## src/rtl/sdram_arb_pkg.sv

```systemverilog
// Shared types and constants for the SDRAM port arbiter: FSM states,
// requester IDs and byte-enable encodings.
package sdram_arb_pkg;

    typedef enum logic [1:0] {
        ST_IDLE    = 2'd0,
        ST_ISSUE   = 2'd1,
        ST_WAIT_RD = 2'd2
    } arbState_e;

    typedef enum logic [1:0] {
        REQ_ROM = 2'd0,
        REQ_A   = 2'd1,
        REQ_B   = 2'd2
    } reqId_e;

    localparam logic [1:0] BE_LO   = 2'b01;
    localparam logic [1:0] BE_HI   = 2'b10;
    localparam logic [1:0] BE_WORD = 2'b11;

    // A byte write lands in the high lane for odd addresses, low lane otherwise.
    function automatic logic [1:0] romByteEnable(input logic addrLsb);
        return addrLsb ? BE_HI : BE_LO;
    endfunction

endpackage

```

## src/rtl/sdram_port_arbiter.sv

```systemverilog
// Three-requester SDRAM arbiter (ROM loader writes, ports A/B reads), priority ROM > B > A.
// Define SDRAM_ARB_STARVE_GUARD_EN to let a starved port A jump ahead of port B.
module sdram_port_arbiter
    import sdram_arb_pkg::*;
#(
    parameter int ADDR_W     = 25,
    parameter int DATA_W     = 16,
    parameter int STARVE_MAX = 8
) (
    input  logic              clk,
    input  logic              reset,
    input  logic [ADDR_W-1:0] rom_addr,
    input  logic [7:0]        rom_data,
    input  logic              rom_wr,
    output logic              rom_ready,
    input  logic [ADDR_W-1:0] a_addr,
    input  logic              a_rd,
    output logic [DATA_W-1:0] a_dout,
    output logic              a_ready,
    input  logic [ADDR_W-1:0] b_addr,
    input  logic              b_rd,
    output logic [DATA_W-1:0] b_dout,
    output logic              b_ready,
    output logic              mem_req,
    output logic              mem_we,
    output logic [ADDR_W-1:0] mem_addr,
    output logic [DATA_W-1:0] mem_wdata,
    output logic [1:0]        mem_be,
    input  logic              mem_ack,
    input  logic              mem_rvalid,
    input  logic [DATA_W-1:0] mem_rdata,
    output logic              busy,
    output logic              ovf
);

    localparam int REP = DATA_W / 8;

    arbState_e         state_q, state_d;
    reqId_e            gnt_q, gnt_d;
    logic              romPend_q, romPend_d;
    logic [ADDR_W-1:0] romAddr_q, romAddr_d;
    logic [7:0]        romData_q, romData_d;
    logic              aPend_q, aPend_d;
    logic [ADDR_W-1:0] aAddr_q, aAddr_d;
    logic              bPend_q, bPend_d;
    logic [ADDR_W-1:0] bAddr_q, bAddr_d;
    logic              memReq_q, memReq_d;
    logic              memWe_q, memWe_d;
    logic [ADDR_W-1:0] memAddr_q, memAddr_d;
    logic [DATA_W-1:0] memWdata_q, memWdata_d;
    logic [1:0]        memBe_q, memBe_d;
    logic [DATA_W-1:0] aDout_q, aDout_d;
    logic [DATA_W-1:0] bDout_q, bDout_d;
    logic              aReady_q, aReady_d;
    logic              bReady_q, bReady_d;
    logic              ovf_q, ovf_d;
    logic              grantValid;
    reqId_e            grantId;

`ifdef SDRAM_ARB_STARVE_GUARD_EN
    localparam int CNT_W = $clog2(STARVE_MAX + 1);
    localparam logic [CNT_W-1:0] STARVE_LIM = CNT_W'(STARVE_MAX);
    logic [CNT_W-1:0] starveCnt_q, starveCnt_d;
`endif

    always_ff @(posedge clk) begin
        if (reset) begin
            state_q    <= ST_IDLE;
            gnt_q      <= REQ_ROM;
            romPend_q  <= 1'b0;
            romAddr_q  <= '0;
            romData_q  <= '0;
            aPend_q    <= 1'b0;
            aAddr_q    <= '0;
            bPend_q    <= 1'b0;
            bAddr_q    <= '0;
            memReq_q   <= 1'b0;
            memWe_q    <= 1'b0;
            memAddr_q  <= '0;
            memWdata_q <= '0;
            memBe_q    <= '0;
            aDout_q    <= '0;
            bDout_q    <= '0;
            aReady_q   <= 1'b0;
            bReady_q   <= 1'b0;
            ovf_q      <= 1'b0;
`ifdef SDRAM_ARB_STARVE_GUARD_EN
            starveCnt_q <= '0;
`endif
        end else begin
            state_q    <= state_d;
            gnt_q      <= gnt_d;
            romPend_q  <= romPend_d;
            romAddr_q  <= romAddr_d;
            romData_q  <= romData_d;
            aPend_q    <= aPend_d;
            aAddr_q    <= aAddr_d;
            bPend_q    <= bPend_d;
            bAddr_q    <= bAddr_d;
            memReq_q   <= memReq_d;
            memWe_q    <= memWe_d;
            memAddr_q  <= memAddr_d;
            memWdata_q <= memWdata_d;
            memBe_q    <= memBe_d;
            aDout_q    <= aDout_d;
            bDout_q    <= bDout_d;
            aReady_q   <= aReady_d;
            bReady_q   <= bReady_d;
            ovf_q      <= ovf_d;
`ifdef SDRAM_ARB_STARVE_GUARD_EN
            starveCnt_q <= starveCnt_d;
`endif
        end
    end

    // Arbitration looks only at registered pending bits, so a pulse waits one cycle.
    always_comb begin
        grantValid = 1'b1;
        grantId    = REQ_ROM;
        if (romPend_q) begin
            grantId = REQ_ROM;
`ifdef SDRAM_ARB_STARVE_GUARD_EN
        end else if (aPend_q && (starveCnt_q == STARVE_LIM)) begin
            grantId = REQ_A;
`endif
        end else if (bPend_q) begin
            grantId = REQ_B;
        end else if (aPend_q) begin
            grantId = REQ_A;
        end else begin
            grantValid = 1'b0;
        end
    end

    always_comb begin
        state_d    = state_q;
        gnt_d      = gnt_q;
        romPend_d  = romPend_q;
        romAddr_d  = romAddr_q;
        romData_d  = romData_q;
        aPend_d    = aPend_q;
        aAddr_d    = aAddr_q;
        bPend_d    = bPend_q;
        bAddr_d    = bAddr_q;
        memReq_d   = memReq_q;
        memWe_d    = memWe_q;
        memAddr_d  = memAddr_q;
        memWdata_d = memWdata_q;
        memBe_d    = memBe_q;
        aDout_d    = aDout_q;
        bDout_d    = bDout_q;
        aReady_d   = 1'b0;
        bReady_d   = 1'b0;
        ovf_d      = ovf_q;

        // Clearing on ack before latching lets a same-cycle pulse start a fresh request.
        if (state_q == ST_ISSUE && mem_ack) begin
            case (gnt_q)
                REQ_ROM: romPend_d = 1'b0;
                REQ_A:   aPend_d   = 1'b0;
                REQ_B:   bPend_d   = 1'b0;
                default: ;
            endcase
        end

        if (rom_wr) begin
            if (romPend_d) begin
                ovf_d = 1'b1;
            end else begin
                romPend_d = 1'b1;
                romAddr_d = rom_addr;
                romData_d = rom_data;
            end
        end
        if (a_rd) begin
            if (aPend_d) begin
                ovf_d = 1'b1;
            end else begin
                aPend_d = 1'b1;
                aAddr_d = a_addr;
            end
        end
        if (b_rd) begin
            if (bPend_d) begin
                ovf_d = 1'b1;
            end else begin
                bPend_d = 1'b1;
                bAddr_d = b_addr;
            end
        end

        case (state_q)
            ST_IDLE: begin
                if (grantValid) begin
                    gnt_d    = grantId;
                    memReq_d = 1'b1;
                    state_d  = ST_ISSUE;
                    case (grantId)
                        REQ_ROM: begin
                            memWe_d    = 1'b1;
                            memAddr_d  = romAddr_q;
                            memWdata_d = {REP{romData_q}};
                            memBe_d    = romByteEnable(romAddr_q[0]);
                        end
                        REQ_A: begin
                            memWe_d   = 1'b0;
                            memAddr_d = aAddr_q;
                            memBe_d   = BE_WORD;
                        end
                        default: begin
                            memWe_d   = 1'b0;
                            memAddr_d = bAddr_q;
                            memBe_d   = BE_WORD;
                        end
                    endcase
                end
            end
            ST_ISSUE: begin
                if (mem_ack) begin
                    memReq_d = 1'b0;
                    state_d  = (gnt_q == REQ_ROM) ? ST_IDLE : ST_WAIT_RD;
                end
            end
            ST_WAIT_RD: begin
                if (mem_rvalid) begin
                    state_d = ST_IDLE;
                    if (gnt_q == REQ_A) begin
                        aDout_d  = mem_rdata;
                        aReady_d = 1'b1;
                    end else begin
                        bDout_d  = mem_rdata;
                        bReady_d = 1'b1;
                    end
                end
            end
            default: state_d = ST_IDLE;
        endcase
    end

`ifdef SDRAM_ARB_STARVE_GUARD_EN
    // A counts as waiting only while pending and not already the transaction in flight.
    always_comb begin
        starveCnt_d = starveCnt_q;
        if (state_q == ST_IDLE && grantValid && grantId == REQ_A) begin
            starveCnt_d = '0;
        end else if (aPend_q && !(state_q != ST_IDLE && gnt_q == REQ_A)
                     && starveCnt_q != STARVE_LIM) begin
            starveCnt_d = starveCnt_q + 1'b1;
        end
    end
`endif

    assign rom_ready = ~romPend_q;
    assign busy      = (state_q != ST_IDLE) | romPend_q | aPend_q | bPend_q;
    assign ovf       = ovf_q;
    assign mem_req   = memReq_q;
    assign mem_we    = memWe_q;
    assign mem_addr  = memAddr_q;
    assign mem_wdata = memWdata_q;
    assign mem_be    = memBe_q;
    assign a_dout    = aDout_q;
    assign a_ready   = aReady_q;
    assign b_dout    = bDout_q;
    assign b_ready   = bReady_q;

endmodule

```

## config.mk

```make
export PLATFORM = sky130hd
export DESIGN_NAME = sdram_port_arbiter
export DESIGN_NICKNAME = d
export VERILOG_FILES = /design/src/rtl/sdram_arb_pkg.sv /design/src/rtl/sdram_port_arbiter.sv
export SDC_FILE = /design/constraint.sdc
export NUM_CORES = 1
export LEC_CHECK = 0
export ABC_CLOCK_PERIOD_IN_PS = 2700
export BUFFER_PORTS_ARGS = -buffer_cell sky130_fd_sc_hd__buf_2
export CAP_MARGIN = 25
export CORE_MARGIN = 2
export CORE_UTILIZATION = 40
export CTS_BUF_LIST = sky130_fd_sc_hd__clkbuf_4 sky130_fd_sc_hd__clkbuf_8 sky130_fd_sc_hd__clkbuf_16
export DETAILED_ROUTE_END_ITERATION = 7
export PLACE_DENSITY = 0.63
export SLEW_MARGIN = 15
export SYNTH_ARGS = -nofsm -noshare
export SYNTH_HDL_FRONTEND = slang
export SYNTH_SLANG_ARGS = --single-unit
```

## constraint.sdc

```tcl
create_clock -name clk -period 2.7 [get_ports clk]
set_clock_uncertainty 0.2 [all_clocks]
set_input_delay 0.675 -clock clk [delete_from_list [all_inputs] [get_ports clk]]
set_output_delay 0.675 -clock clk [all_outputs]
set_load 0.005 [all_outputs]
```

## After elaboration in Yosys (flattened, before gate mapping)

Cells that the tools add are included.

| operators by class | value |
|---|---|
| equality and inequality tests | 8 |
| mux-type cells | 35 |
| bitwise logic cells | 10 |
| reduce and logical (&&, ||, !) cells | 16 |

Operators with widths:

| cell | count |
|---|---|
| 25-bit one-hot mux with 2 select lines | 1 |
| 1-bit 2-to-1 mux | 24 |
| 2-bit 2-to-1 mux | 8 |
| 3-bit AND reduction | 5 |
| 2-bit AND reduction | 4 |
| 1-bit NOT | 7 |
| 2-bit by 1-bit == test with 1-bit output, second input constant | 3 |
| 2-bit logical NOT | 3 |
| 2-bit != test, second input constant | 3 |
| 2-bit one-hot mux with 3 select lines | 1 |
| 2-bit == test, second input constant | 2 |
| 2-bit nonzero test | 2 |
| 1-bit bitwise OR | 3 |
| 3-bit OR reduction | 1 |
| 1-bit one-hot mux with 2 select lines | 1 |
| 1-bit logical AND | 1 |

| word-level totals | value |
|---|---|
| bits in registers | 170 |
| bits of input ports | 106 |
| output and inout port bits | 82 |

## Logic depth before layout (Yosys ltp)

| logic depth | value |
|---|---|
| word-level depth | 9 |
| mapped depth | 7 |
| mapped depth without buffers | 4 |

## Worst setup path after synthesis

OpenSTA, ideal clock, no wires.

| path | value |
|---|---|
| kind | input-to-reg |
| from | input port reset |
| to | register aPend_q |
| arrival time | 1.644 ns |
| path slack | 0.724 ns |
| stages | 5 |
| cell sequence | buf_2 clkbuf_1 clkbuf_1 clkbuf_1 a21oi_1 |

RTL lines:

| element | line | RTL |
|---|---|---|
| start: declaration | sdram_port_arbiter.sv:11 | `input logic reset,` |
| end signal: assignment | sdram_port_arbiter.sv:96 | `aPend_q <= aPend_d;` |
| end: declaration | sdram_port_arbiter.sv:43 | `logic aPend_q, aPend_d;` |

No word-level cell between the ends.

## Worst setup path after layout

| path | value |
|---|---|
| from | register state_q[1] |
| to | output port busy |

| on the way | value |
|---|---|
| longest elaborated chain between the ends | 4 |

RTL lines:

| element | line | RTL |
|---|---|---|
| start: declaration | sdram_port_arbiter.sv:38 | `arbState_e state_q, state_d;` |
| start signal: assignment | sdram_port_arbiter.sv:91 | `state_q <= state_d;` |
| 2-bit nonzero test | sdram_port_arbiter.sv:254 | `assign busy = (state_q != ST_IDLE) \| romPend_q \| aPend_q \| bPend_q;` |
| 1-bit bitwise OR (3 in series) | sdram_port_arbiter.sv:254 |  |
| end: declaration | sdram_port_arbiter.sv:32 | `output logic busy,` |

Every way passes these cells.

==> results_dict.tcl <==
set metrics [dict create \
    crit_path_start_kind "register" \
    drc_errors 0 \
    syn_inst 768 \
    track_usage 0.189 \
    crit_fanout 14 \
    cts_resized 0 \
    viasPerCell 5.01 \
    finalMaxSlewViolations 0 \
    top_usage_layer "met2" \
    max_slew_margin 0.590 \
    min_period_ns 2.39 \
    globalRoute.totalOverflow 0 \
    yosys_warnings 0 \
    wirelength_um 17600 \
    dr_total_vias 5796 \
    die_h_um 136 \
    yosys.area.top_type "dfxtp_1" \
    cts_sinks 162 \
    grt_max_degree 139 \
    setup_viol 0 \
    seq_area_frac_synth 0.466 \
    leakage_nw 3.59 \
    die_x_um 136 \
    cp.arrival_ns 1.51 \
    cts_buffers 17 \
    p_per_area_nw_per_um2 669 \
    final_layout_size_suffix_gt1_frac 0.308 \
    clock.fmax_mhz 419 \
    worstSkewPairLatency_ns 0.42 \
    final.period_utilization 0.884 \
    ant_nets 0 \
    drt_iter0_markers 329 \
    finalHoldViolations 0 \
    netlist_area_um2 6960 \
    synth_edf_count 0 \
    start_util 0.405 \
    h-tree-depth 4 \
    avgSynthCellArea_um2 9.06 \
    rows 48 \
    timing.setup.tns_ns 0 \
    synthTopCellsByArea "dfxtp_1, a21oi_1, mux2i_1, nand2b_1, a21bo_2" \
    diodes 0 \
    synth_most_common_cell "dfxtp_1" \
    root_buffer "clkbuf_16" \
    tightest_slew_ns 0.612 \
    crit_path_end_kind "primary output" \
    cts_hold_buf 0 \
    cts_setup_buffers 0 \
    routedWlPerCell_um 15.2 \
    syn_nets 874 \
    syn2layout_area_growth_pct 23.6 \
    port_buffers 187 \
    peakVddDrop_v 0.000442 \
    grt_first_pass_wirelength_um 27500 \
    core-area_um2 17200 \
    grt_util_met2 0.274 \
    cts_tree "done" \
    finalNetCount 1025 \
    final_core_util 0.501 \
    num_io_pins 188 \
    rsz0062_at_grt "no" \
    hold_class "reg2reg" \
    yosys-top-cells-count "dfxtp_1, a21oi_1, nand2_1" \
    dieArea_um2 18500 \
    netlist.area_leader.share 0.466 \
    synthFlopType "dfxtp_1" \
    antenna_found_initial 2 \
    drt-pass1-iter-count 5 \
    worstPathRequired_ns 1.82 \
    crit_type "reg2out" \
    routabilityCongestion 0.792 \
    grt_pass1_vias 5271 \
    gr-usage-met1 0.273 \
    drv_cap 0 \
    synth-seq-cells 162 \
    ys_async_sr_fraction 0 \
    dp_hpwl_um 11600 \
    synthDistinctLibCells 41 \
    grt.met3_usage 0.0533 \
    outcome "finished, final reports clean" \
    clk_pin_slew_ns 0.07 \
    clock_path_buffers 2 \
]
report_power, final:
group	internal, W	leakage [nW]	switching (W)
clock network	0.00152	0.295	0.000971
logic	0.000310	1.97	0.000357
registers	0.00252	1.32	0.0000833
total	0.00435	3.59	0.00141
cell type report:
class | count | area (um2)
Tap cell | 225 | 282
Timing Repair Buffer | 204 | 1130
Sequential cell | 162 | 3240
Clock buffer | 21 | 462
Multi-Input combinational cell | 529 | 3310
Fill cell | 1676 | 8570
Inverter | 5 | 18.8
Clock inverter | 11 | 153
cells in the final DEF (no fill, tap or decap), types with 27 or more instances in the layout:
master and instances:
a21bo_2 33, a21oi_1 102, nand2b_1 75, nand3_1 33, o21ai_0 27, nand2_1 86
buf_2 186, dfxtp_1 162, mux2i_1 49, nor2_1 38
kinds of logic after synthesis:
| kind of cell | count (synthesis) | synth area share |
|---|---|---|
| compound gates | 199 | 0.189 |
| flops | 162 | 0.466 |
| mux | 49 | 0.0705 |
| buf+inv | 77 | 0.0611 |
| simple gates | 281 | 0.214 |
stage by stage:
step / setup slack [ns] / power [W] / hold WS [ns] / instances / area (um2)
floorplan: 0.724 / 0.00307 / 0.226 / 768 / 6960
global placement: 0.388 / 0.00331 / 0.232 / 1124 / 7980
detailed placement: 0.362 / 0.00332 / 0.243 / 1124 / 7980
CTS: 0.277 / 0.00582 / 0.255 / 1156 / 8590
global route: 0.153 / 0.00601 / 0.267 / 1157 / 8600
finish: 0.314 / 0.00576 / 0.252 / 1157 / 8600
path summary, 6_finish.rpt:
path,start,endpoint,slack [ns],cells after the start
worst max-delay path,state_q[1],busy,0.31,3
worst min register to register,b_dout[11],b_dout[11],0.25,2
worst min-delay path,b_dout[11],b_dout[11],0.25,2
worst max register to register,romPend_q,mem_addr[20],0.67,5
critical path, stage by stage, from the launching register on:
cell	delay, ns
dfxtp_1	0.69
nor2_2	0.17
nand2_1	0.12
buf_2	0.11
layer usage:
layer / part of all wire / up-vias
li1: - / 2950
met5: 0.0017 / -
met1: 0.49 / 2639
met4: 0.0092 / 4
met2: 0.43 / 184
met3: 0.070 / 19
registers in the layout (all words and copies together), names as in the netlist:
name       flops
romData_q      8
ovf            1
aPend_q        1
b_ready        1
b_dout        16
romAddr_q     25
bPend_q        1
mem_wdata      8
mem_addr      25
a_dout        16
state_q        2
aAddr_q       25
mem_be         2
romPend_q      1
a_ready        1
mem_we         1
mem_req        1
bAddr_q       25
gnt_q          2
Note: power is estimated with default switching activity, not from simulation.
